$ cat config.mk
export PLATFORM = sky130hd
export DESIGN_NAME = ghost_wall_hit_detector
export DESIGN_NICKNAME = d
export VERILOG_FILES = /design/src/rtl/ghost_pkg.sv /design/src/rtl/edge_classifier.sv /design/src/rtl/ghost_wall_hit_detector.sv
export SDC_FILE = /design/constraint.sdc
export NUM_CORES = 1
export LEC_CHECK = 0
export ABC_AREA = 1
export CORE_UTILIZATION = 53
export CTS_BUF_LIST = sky130_fd_sc_hd__clkbuf_8
export CTS_CLUSTER_DIAMETER = 120
export DETAILED_ROUTE_END_ITERATION = 10
export PLACE_DENSITY_LB_ADDON = 0.08
export SKIP_LAST_GASP = 1
export SLEW_MARGIN = 40
export SYNTH_ARGS = -nofsm -noshare
export SYNTH_HDL_FRONTEND = slang
export SYNTH_SLANG_ARGS = --single-unit
$ cat constraint.sdc
create_clock -name clk -period 3.4 [get_ports clk]
set_input_delay 0.68 -clock clk [delete_from_list [all_inputs] [get_ports clk]]
set_output_delay 0.68 -clock clk [all_outputs]
set_load 0.05 [all_outputs]
$ cat src/rtl/ghost_pkg.sv
// Shared ghost definitions: sprite geometry, edge-code bit positions and the
// hit-detector FSM state type.
package ghost_pkg;

  localparam int unsigned GHOST_WIDTH_X  = 64;
  localparam int unsigned GHOST_HEIGHT_Y = 64;

  // Bit positions inside the 4-bit HitEdgeCode
  localparam int unsigned EDGE_LEFT   = 3;
  localparam int unsigned EDGE_TOP    = 2;
  localparam int unsigned EDGE_RIGHT  = 1;
  localparam int unsigned EDGE_BOTTOM = 0;

  typedef enum logic [1:0] {
    HIT_IDLE,
    HIT_ACCUM,
    HIT_PUBLISH
  } hit_state_t;

endpackage

$ cat src/rtl/edge_classifier.sv
// Maps a sprite-relative pixel offset to the sprite edge(s) it lies on.
// Offsets are two's complement; a negative offset classifies as left/top.
module edge_classifier
  import ghost_pkg::*;
#(
  parameter int unsigned WIDTH_X  = GHOST_WIDTH_X,
  parameter int unsigned HEIGHT_Y = GHOST_HEIGHT_Y,
  parameter int unsigned MARGIN   = 4,
  parameter int unsigned OFF_W    = 12
) (
  input  logic [OFF_W-1:0] offX,
  input  logic [OFF_W-1:0] offY,
  output logic [3:0]       edgeCode
);

  localparam logic [OFF_W-1:0] MARGIN_V   = OFF_W'(MARGIN);
  localparam logic [OFF_W-1:0] RIGHT_TH_V = OFF_W'(WIDTH_X - MARGIN);
  localparam logic [OFF_W-1:0] BOTTOM_TH_V = OFF_W'(HEIGHT_Y - MARGIN);

  logic neg_x;
  logic neg_y;

  assign neg_x = offX[OFF_W-1];
  assign neg_y = offY[OFF_W-1];

  // Unsigned compares below are only trusted once the sign bit is clear
  always_comb begin
    edgeCode              = '0;
    edgeCode[EDGE_LEFT]   = neg_x || (offX < MARGIN_V);
    edgeCode[EDGE_TOP]    = neg_y || (offY < MARGIN_V);
    edgeCode[EDGE_RIGHT]  = !neg_x && (offX >= RIGHT_TH_V);
    edgeCode[EDGE_BOTTOM] = !neg_y && (offY >= BOTTOM_TH_V);
  end

endmodule

$ cat src/rtl/ghost_wall_hit_detector.sv
// Per-frame ghost/wall overlap detector: accumulates overlap edge codes and a
// saturating hit count over a frame, publishing them at the next startOfFrame.
module ghost_wall_hit_detector
  import ghost_pkg::*;
#(
  parameter int unsigned OBJECT_WIDTH_X  = GHOST_WIDTH_X,
  parameter int unsigned OBJECT_HEIGHT_Y = GHOST_HEIGHT_Y,
  parameter int unsigned EDGE_MARGIN     = 4,
  parameter int unsigned MIN_HITS        = 2
) (
  input  logic        clk,
  input  logic        reset,
  input  logic        startOfFrame,
  input  logic [10:0] pixelX,
  input  logic [10:0] pixelY,
  input  logic [10:0] topLeftX,
  input  logic [10:0] topLeftY,
  input  logic        ghostDrawingRequest,
  input  logic        wallDrawingRequest,
  input  logic        stop,
  output logic        collision,
  output logic [3:0]  HitEdgeCode,
  output logic [7:0]  hitCount
);

  localparam logic [7:0] MIN_HITS_V = 8'(MIN_HITS);

  hit_state_t  state;
  hit_state_t  state_nxt;

  logic        hit_s1;
  logic [11:0] offX_s1;
  logic [11:0] offY_s1;
  logic [3:0]  edge_code;

  logic [3:0]  accCode;
  logic [3:0]  acc_code_nxt;
  logic [7:0]  accCount;
  logic [7:0]  acc_count_nxt;
  logic        publish;

  // Stage 1: unsigned pixel minus sign-extended top-left, 12-bit signed result
  always_ff @(posedge clk) begin
    if (reset) begin
      hit_s1  <= 1'b0;
      offX_s1 <= '0;
      offY_s1 <= '0;
    end else begin
      hit_s1  <= ghostDrawingRequest & wallDrawingRequest & ~stop;
      offX_s1 <= {1'b0, pixelX} - {topLeftX[10], topLeftX};
      offY_s1 <= {1'b0, pixelY} - {topLeftY[10], topLeftY};
    end
  end

  edge_classifier #(
    .WIDTH_X  (OBJECT_WIDTH_X),
    .HEIGHT_Y (OBJECT_HEIGHT_Y),
    .MARGIN   (EDGE_MARGIN),
    .OFF_W    (12)
  ) u_edge_classifier (
    .offX     (offX_s1),
    .offY     (offY_s1),
    .edgeCode (edge_code)
  );

  always_ff @(posedge clk) begin
    if (reset) begin
      state    <= HIT_IDLE;
      accCode  <= '0;
      accCount <= '0;
    end else begin
      state    <= state_nxt;
      accCode  <= acc_code_nxt;
      accCount <= acc_count_nxt;
    end
  end

  // PUBLISH reloads the accumulators from the live stage-1 hit so the pixel
  // arriving during the publish cycle opens the new frame.
  always_comb begin
    state_nxt     = state;
    acc_code_nxt  = accCode;
    acc_count_nxt = accCount;
    publish       = 1'b0;
    unique case (state)
      HIT_IDLE: begin
        acc_code_nxt  = '0;
        acc_count_nxt = '0;
        if (startOfFrame) state_nxt = HIT_ACCUM;
      end
      HIT_ACCUM: begin
        if (hit_s1) begin
          acc_code_nxt  = accCode | edge_code;
          acc_count_nxt = (accCount == 8'hFF) ? accCount : accCount + 8'd1;
        end
        if (startOfFrame) state_nxt = HIT_PUBLISH;
      end
      HIT_PUBLISH: begin
        publish       = 1'b1;
        acc_code_nxt  = hit_s1 ? edge_code : 4'b0000;
        acc_count_nxt = hit_s1 ? 8'd1 : 8'd0;
        state_nxt     = startOfFrame ? HIT_PUBLISH : HIT_ACCUM;
      end
      default: begin
        state_nxt     = HIT_IDLE;
        acc_code_nxt  = '0;
        acc_count_nxt = '0;
      end
    endcase
  end

  always_ff @(posedge clk) begin
    if (reset) begin
      collision   <= 1'b0;
      HitEdgeCode <= '0;
      hitCount    <= '0;
    end else if (publish) begin
      collision   <= (accCount >= MIN_HITS_V);
      HitEdgeCode <= accCode;
      hitCount    <= accCount;
    end
  end

endmodule

==> impl_metrics.ini, run 1 <==
[critical_path]
cp.arrival_ns = 2.46
critPathLaunchType = flop
path_class = reg -> reg
worstPathRequired_ns = 3.64
end_kind = flop
worstPathMaxFanout = 19

[layout]
ff_latch_area_um2 = 961
drive_above_1_share_pct = 3.99
stdcell_count = 651
insertedDiodeCount = 0
area_growth_pct = 23.8
fillers = 548
utilization_pct = 67.7
multi_input_area_um2 = 1860
finalNetCount = 655

[global_route]
grt_pass1_wl_um = 11300
grt_antenna_before_repair = 0
use_met3_pct = 4.43
grt_max_degree = 24
grt_overflow = 0
grt_pass1_vias = 2751
busiest_layer = met2
grt_util_met1_pct = 27.7
met2_usage_pct = 38.6
grt_usage_pct = 22.1

[worst_hold_path]
hp-class = reg -> reg

[clock_network]
cts_max_path_buffers = 2
cts_root_buffer = clkbuf_8
postCtsSetupBuffers = 0
cts.sinks = 48
clkTransAtPathRegs_ns = 0.09
cts-resized-gates = 0
insertion_delay_ns = 0.30
cts_buffers = 5
tritoncts = built
cts_hold_buf = 0
h-tree-depth = 2

[floorplanning]
die-area_um2 = 6430
coreArea_um2 = 5920
start_util_pct = 54.7
fp-row-count = 28
die_y_um = 80.2
die_x_um = 80.2
ios = 63

[synthesis]
synth_cell_types = 34
ys_seq_area_share_pct = 29.7
synth.area.top_cells = dfxtp_1 30%, nand2_1 15%, inv_1 11%, ha_1 11%, nor2_1 8.8%
synth_fa_ha_area_share_pct = 12.1
synth-compound-area-share_pct = 11.5
synth_xor_xnor_area_share_pct = 0.541
netlist_instances = 514
netlist.area_leader.share_pct = 29.7
synthSimpleGateAreaFrac_pct = 33.5
synth_top_family_by_area = simple AND/OR/NAND/NOR gates
synth_area_um2 = 3240
avgSynthCellArea_um2 = 6.30
synth_nets = 594
muxShareOfSynthArea_pct = 0
yosys_register_bits = 48
yosysTopAreaCell = dfxtp_1
ys_warn_count = 0

[job]
drv_cap = 0

[power_and_ir_drop]
seqPwrFrac_pct = 38.9
combPwrFrac_pct = 41.0
intPower_uw = 1060
p_switching_uw = 680
power_leakage_uw = 0.00200
pwr-share-clk_pct = 20.1
swShare_pct = 39.0
p_per_area_nw_per_um2 = 435
vdd_drop_max_mv = 0.344

[route]
drtPass1Iterations = 4
finalWirelength_um = 6700
drt_iter0_markers = 145
vias_per_cell = 4.92
drc_errors = 0
via_count = 3200
antenna_left = 0
drt-wirelength-per-cell_um = 10.3

[sta]
whs_ns = 0.471
setup_viol = 0
fin_crit_ns = 2.22
worst_slew_margin_rel_pct = 63.0
maxSlewViolCount = 0
fin_skew_ns = 0.0140
hold_viol = 0
fin_setup_tns_ns = 0
worst-slew-pin-transition_ns = 0.556
rsz0062_at_grt = no
fin_crit_sh_pct = 65.4
fmax_ghz = 0.450

[status]
status = finished clean

[placement]
placed_cells = 643
dp.final_hpwl_um = 5380
port_buffers = 62
gp_congestion = 0.920
## final timing paths
check	startpoint	endpoint	slack, ns	cells past startpoint
min reg2reg	accCode[1]	accCode[1]	0.47	2
min	accCode[1]	accCode[1]	0.47	2
max reg2reg	state[0]	accCode[1]	1.18	8
max	state[0]	accCode[1]	1.18	8
## layout by cell type (no fill, tap or decap), types with 3 or more instances in the layout
cell type        synthesis  final
nand2_1                127    127
inv_1                   94     95
nor2_1                  76     76
clkdlybuf4s50_1          0     62
dfxtp_1                 48     48
a21oi_1                 35     35
nand3_1                 32     32
ha_1                    28     28
o21ai_0                 24     24
clkbuf_8                 0      6
o21bai_1                 4      4
inv_2                    4      4
nor3_1                   4      4
nand4_1                  4      4
nand2_2                  3      3
## metrics by stage
| stage | power [µW] | area (µm²) | setup slack (ns) |
|---|---|---|---|
| after floorplan | 1190 | 3240 | 1.52 |
| after global placement | 1390 | 3920 | 1.00 |
| after detailed placement | 1400 | 3920 | 0.952 |
| after CTS | 1750 | 4010 | 1.16 |
| after global routing | 1860 | 4010 | 0.870 |
| final | 1740 | 4010 | 1.18 |
## critical path, cell delays in order (launching register included)
cell,delay [ns]
dfxtp_1,0.36
inv_1,0.12
ha_1,0.52
inv_1,0.34
a21oi_1,0.39
inv_1,0.10
nor2_1,0.11
o21ai_0,0.09
a21oi_1,0.13
## routing by layer
| metal | vias up | wire length [µm] |
|---|---|---|
| met5 | - | 0 |
| met4 | 0 | 30 |
| met3 | 2 | 311 |
| met2 | 79 | 3180 |
| met1 | 1406 | 3170 |
| li1 | 1713 | - |
## power groups by stage
stage	Clock, µW	Combinational, µW	Sequential (µW)
final	350	715	678
after global routing	380	794	687
after CTS	355	714	679
after detailed placement	0	711	692
after global placement	0	699	689
after floorplan	0	380	813
## logic make-up (layout without fill, tap and decap cells)
logic type | Yosys count | in the layout
AO/OA/AOI/OAI | 70 | 70
XOR/XNOR | 2 | 2
buffers and inverters | 107 | 169
flip-flops | 48 | 48
adder cells (fa/ha/maj) | 30 | 30
AND/OR/NAND/NOR | 257 | 257
## flip-flops by register name, indices dropped and copies added, names as in the netlist
| register | cells |
|---|---|
| hit_s1 | 1 |
| state | 2 |
| accCode | 4 |
| hitCount | 8 |
| accCount | 8 |
| offX_s1 | 10 |
| HitEdgeCode | 4 |
| collision | 1 |
| offY_s1 | 10 |
## Yosys cell counts (all sizes together)
library cell and instances:
o211ai 1, fa 2, a31oi 1, ha 28
o22ai 2, nor3 4, dfxtp 48, o21ai 25
nand4 4, xor2 2, a211oi 1, and2 2
buf 4, clkbuf 5, a22oi 1, o21bai 4
a21oi 35, nand2 131, or2 2, inv 98
nor4 1, nor2 79, nand3 34
## cell type report
type,count,share of cell area (%)
flip-flops and latches,48,24.0
multi-input cells,359,46.5
clock inverters,2,0.281
repair buffers,63,15.7
clock buffers,6,2.06
well taps,75,2.34
inverters,98,9.18
No activity file was read; power rests on OpenSTA's default activity.
==> run 2: changes to the inputs <==
CORE_UTILIZATION = 49   (was 53)
clock period = 1.95 ns   (was 3.4 ns; I/O delays follow)
==> impl_metrics.ini, run 2 (same netlist as run 1, synthesis figures left out) <==
[critical_path]
end_kind = output port
path_class = reg -> out
cp.arrival_ns = 1.45
critPathLaunchType = flop
worstPathMaxFanout = 2
cp_slowest_stage_delay_ns = 0.81
timing.rr.start = state[0]
path_buf_inv = 1
slowest_stage = clkdlybuf4s50_1
startpoint = hitCount[2]
cpLargestDelayFamily = buffers and inverters
worstPathRequired_ns = 1.56
crit_path_cell_trace = clkdlybuf4s50_1

[floorplanning]
die_x_um = 83.3
ios = 63
die-area_um2 = 6940
start_util_pct = 51.0
coreArea_um2 = 6350
die_y_um = 83.3
fp-row-count = 29

[sta]
fin_crit_ns = 1.84
fin_skew_ns = 0.00691
setup_viol = 0
fin_crit_sh_pct = 94.5
fmax_ghz = 0.542
rsz0062_at_grt = no
worst-slew-pin-transition_ns = 0.513
maxSlewViolCount = 0
hold_viol = 0
fin_setup_tns_ns = 0
worst_slew_margin_rel_pct = 65.7

[layout]
insertedDiodeCount = 0
most-common-layout-cells = 127 x nand2_1, 96 x inv_1, 76 x nor2_1
drive_above_1_share_pct = 7.53
area_growth_pct = 29.3
finalNetCount = 677
top_regs = offX_s1: 10 flops, offY_s1: 10 flops
fillers = 602
stdcell_count = 675
final_common_cell = nand2_1

[route]
antenna_left = 0
drc_errors = 0
drtPass1Iterations = 4
finalWirelength_um = 7030
via_count = 3291
vias_per_cell = 4.88
drt_iter0_markers = 102
drt-wirelength-per-cell_um = 10.4

[power_and_ir_drop]
p_per_area_nw_per_um2 = 737
vdd_drop_max_mv = 0.845
power_leakage_uw = 0.00212

[global_route]
grt_overflow = 0
grt_antenna_before_repair = 0
grt_usage_pct = 21.1
grt_pass1_vias = 2970
grt_max_degree = 28
grt_pass1_wl_um = 12200

[clock_network]
cts_max_path_buffers = 2
insertion_delay_ns = 0.30
h-tree-depth = 2
tritoncts = built
cts.sinks = 48
cts_buffers = 5
cts_root_buffer = clkbuf_8
clkTransAtPathRegs_ns = 0.08

[placement]
dp.final_hpwl_um = 5670
placed_cells = 667
gp_congestion = 0.863
port_buffers = 62

[status]
status = finished clean

[job]
drv_cap = 0

[worst_hold_path]
hold_path_startpoint = accCode[1]
hp-class = reg -> reg
-- run 2: cell count changes in the layout (fill, tap and decap cells not counted) --
cell,previous run,this run
buf_12,0,1
buf_4,1,22
fa_2,0,1
clkinvlp_4,1,0
fa_1,2,1
inv_1,95,96
-- run 2: repair_timing --
action,4_1_cts,5_1_grt
setup buffers,0,0
hold endpoints to repair,0,0
endpoints found under the setup margin,0,1
gates resized for setup,0,1
hold buffers,0,0
-- run 2: area by class of cell --
type / count / area [µm²] / share of cell area (%)
inverters: 98 / 368 / 8.78
well taps: 77 / 96.3 / 2.30
multi-input cells: 359 / 1870 / 44.6
clock buffers: 6 / 82.6 / 1.97
repair buffers: 85 / 806 / 19.2
flip-flops and latches: 48 / 961 / 22.9
clock inverters: 2 / 7.51 / 0.179
-- run 2: power by group --
part           switching [µW]  internal, µW  leakage (µW)
registers                70.5          1110      0.000395
clock network             307           279     0.0000538
logic                     801           515       0.00167
-- run 2: per-stage QoR --
| stage | utilization (%) | hold WS (ns) | total power (µW) | area [µm²] | setup slack (ns) |
|---|---|---|---|---|---|
| after global placement | 64.5 | 0.451 | 2500 | 4100 | -0.144 |
| after floorplan | - | 0.437 | 2080 | 3240 | 0.358 |
| after detailed placement | 64.5 | 0.452 | 2530 | 4100 | -0.201 |
| after global routing | 66.0 | 0.491 | 3310 | 4190 | 0.0367 |
| final | 66.0 | 0.460 | 3090 | 4190 | 0.106 |
| after CTS | 65.9 | 0.463 | 3120 | 4190 | 0.0895 |
-- run 2: worst min-delay path: cells and delay by family, from the launching register on --
kind | cells | cell delay, ns
AO/OA/AOI/OAI | 1 | 0.05
flip-flops | 1 | 0.31
AND/OR/NAND/NOR | 1 | 0.05
-- run 2: path summary, 6_finish.rpt --
path	to	slack, ns	depth (start not counted)
max reg2reg	accCode[3]	0.34	7
min	accCode[1]	0.46	2
min reg2reg	accCode[1]	0.46	2
max	hitCount[2]	0.11	1
-- run 2: metal layers --
metal | part of all wire [%] | track usage, %
met1 | 46 | 25.6
met2 | 48 | 37.6
met3 | 3.9 | 4.57
met4 | 1.6 | 5.33
met5 | 0 | 0
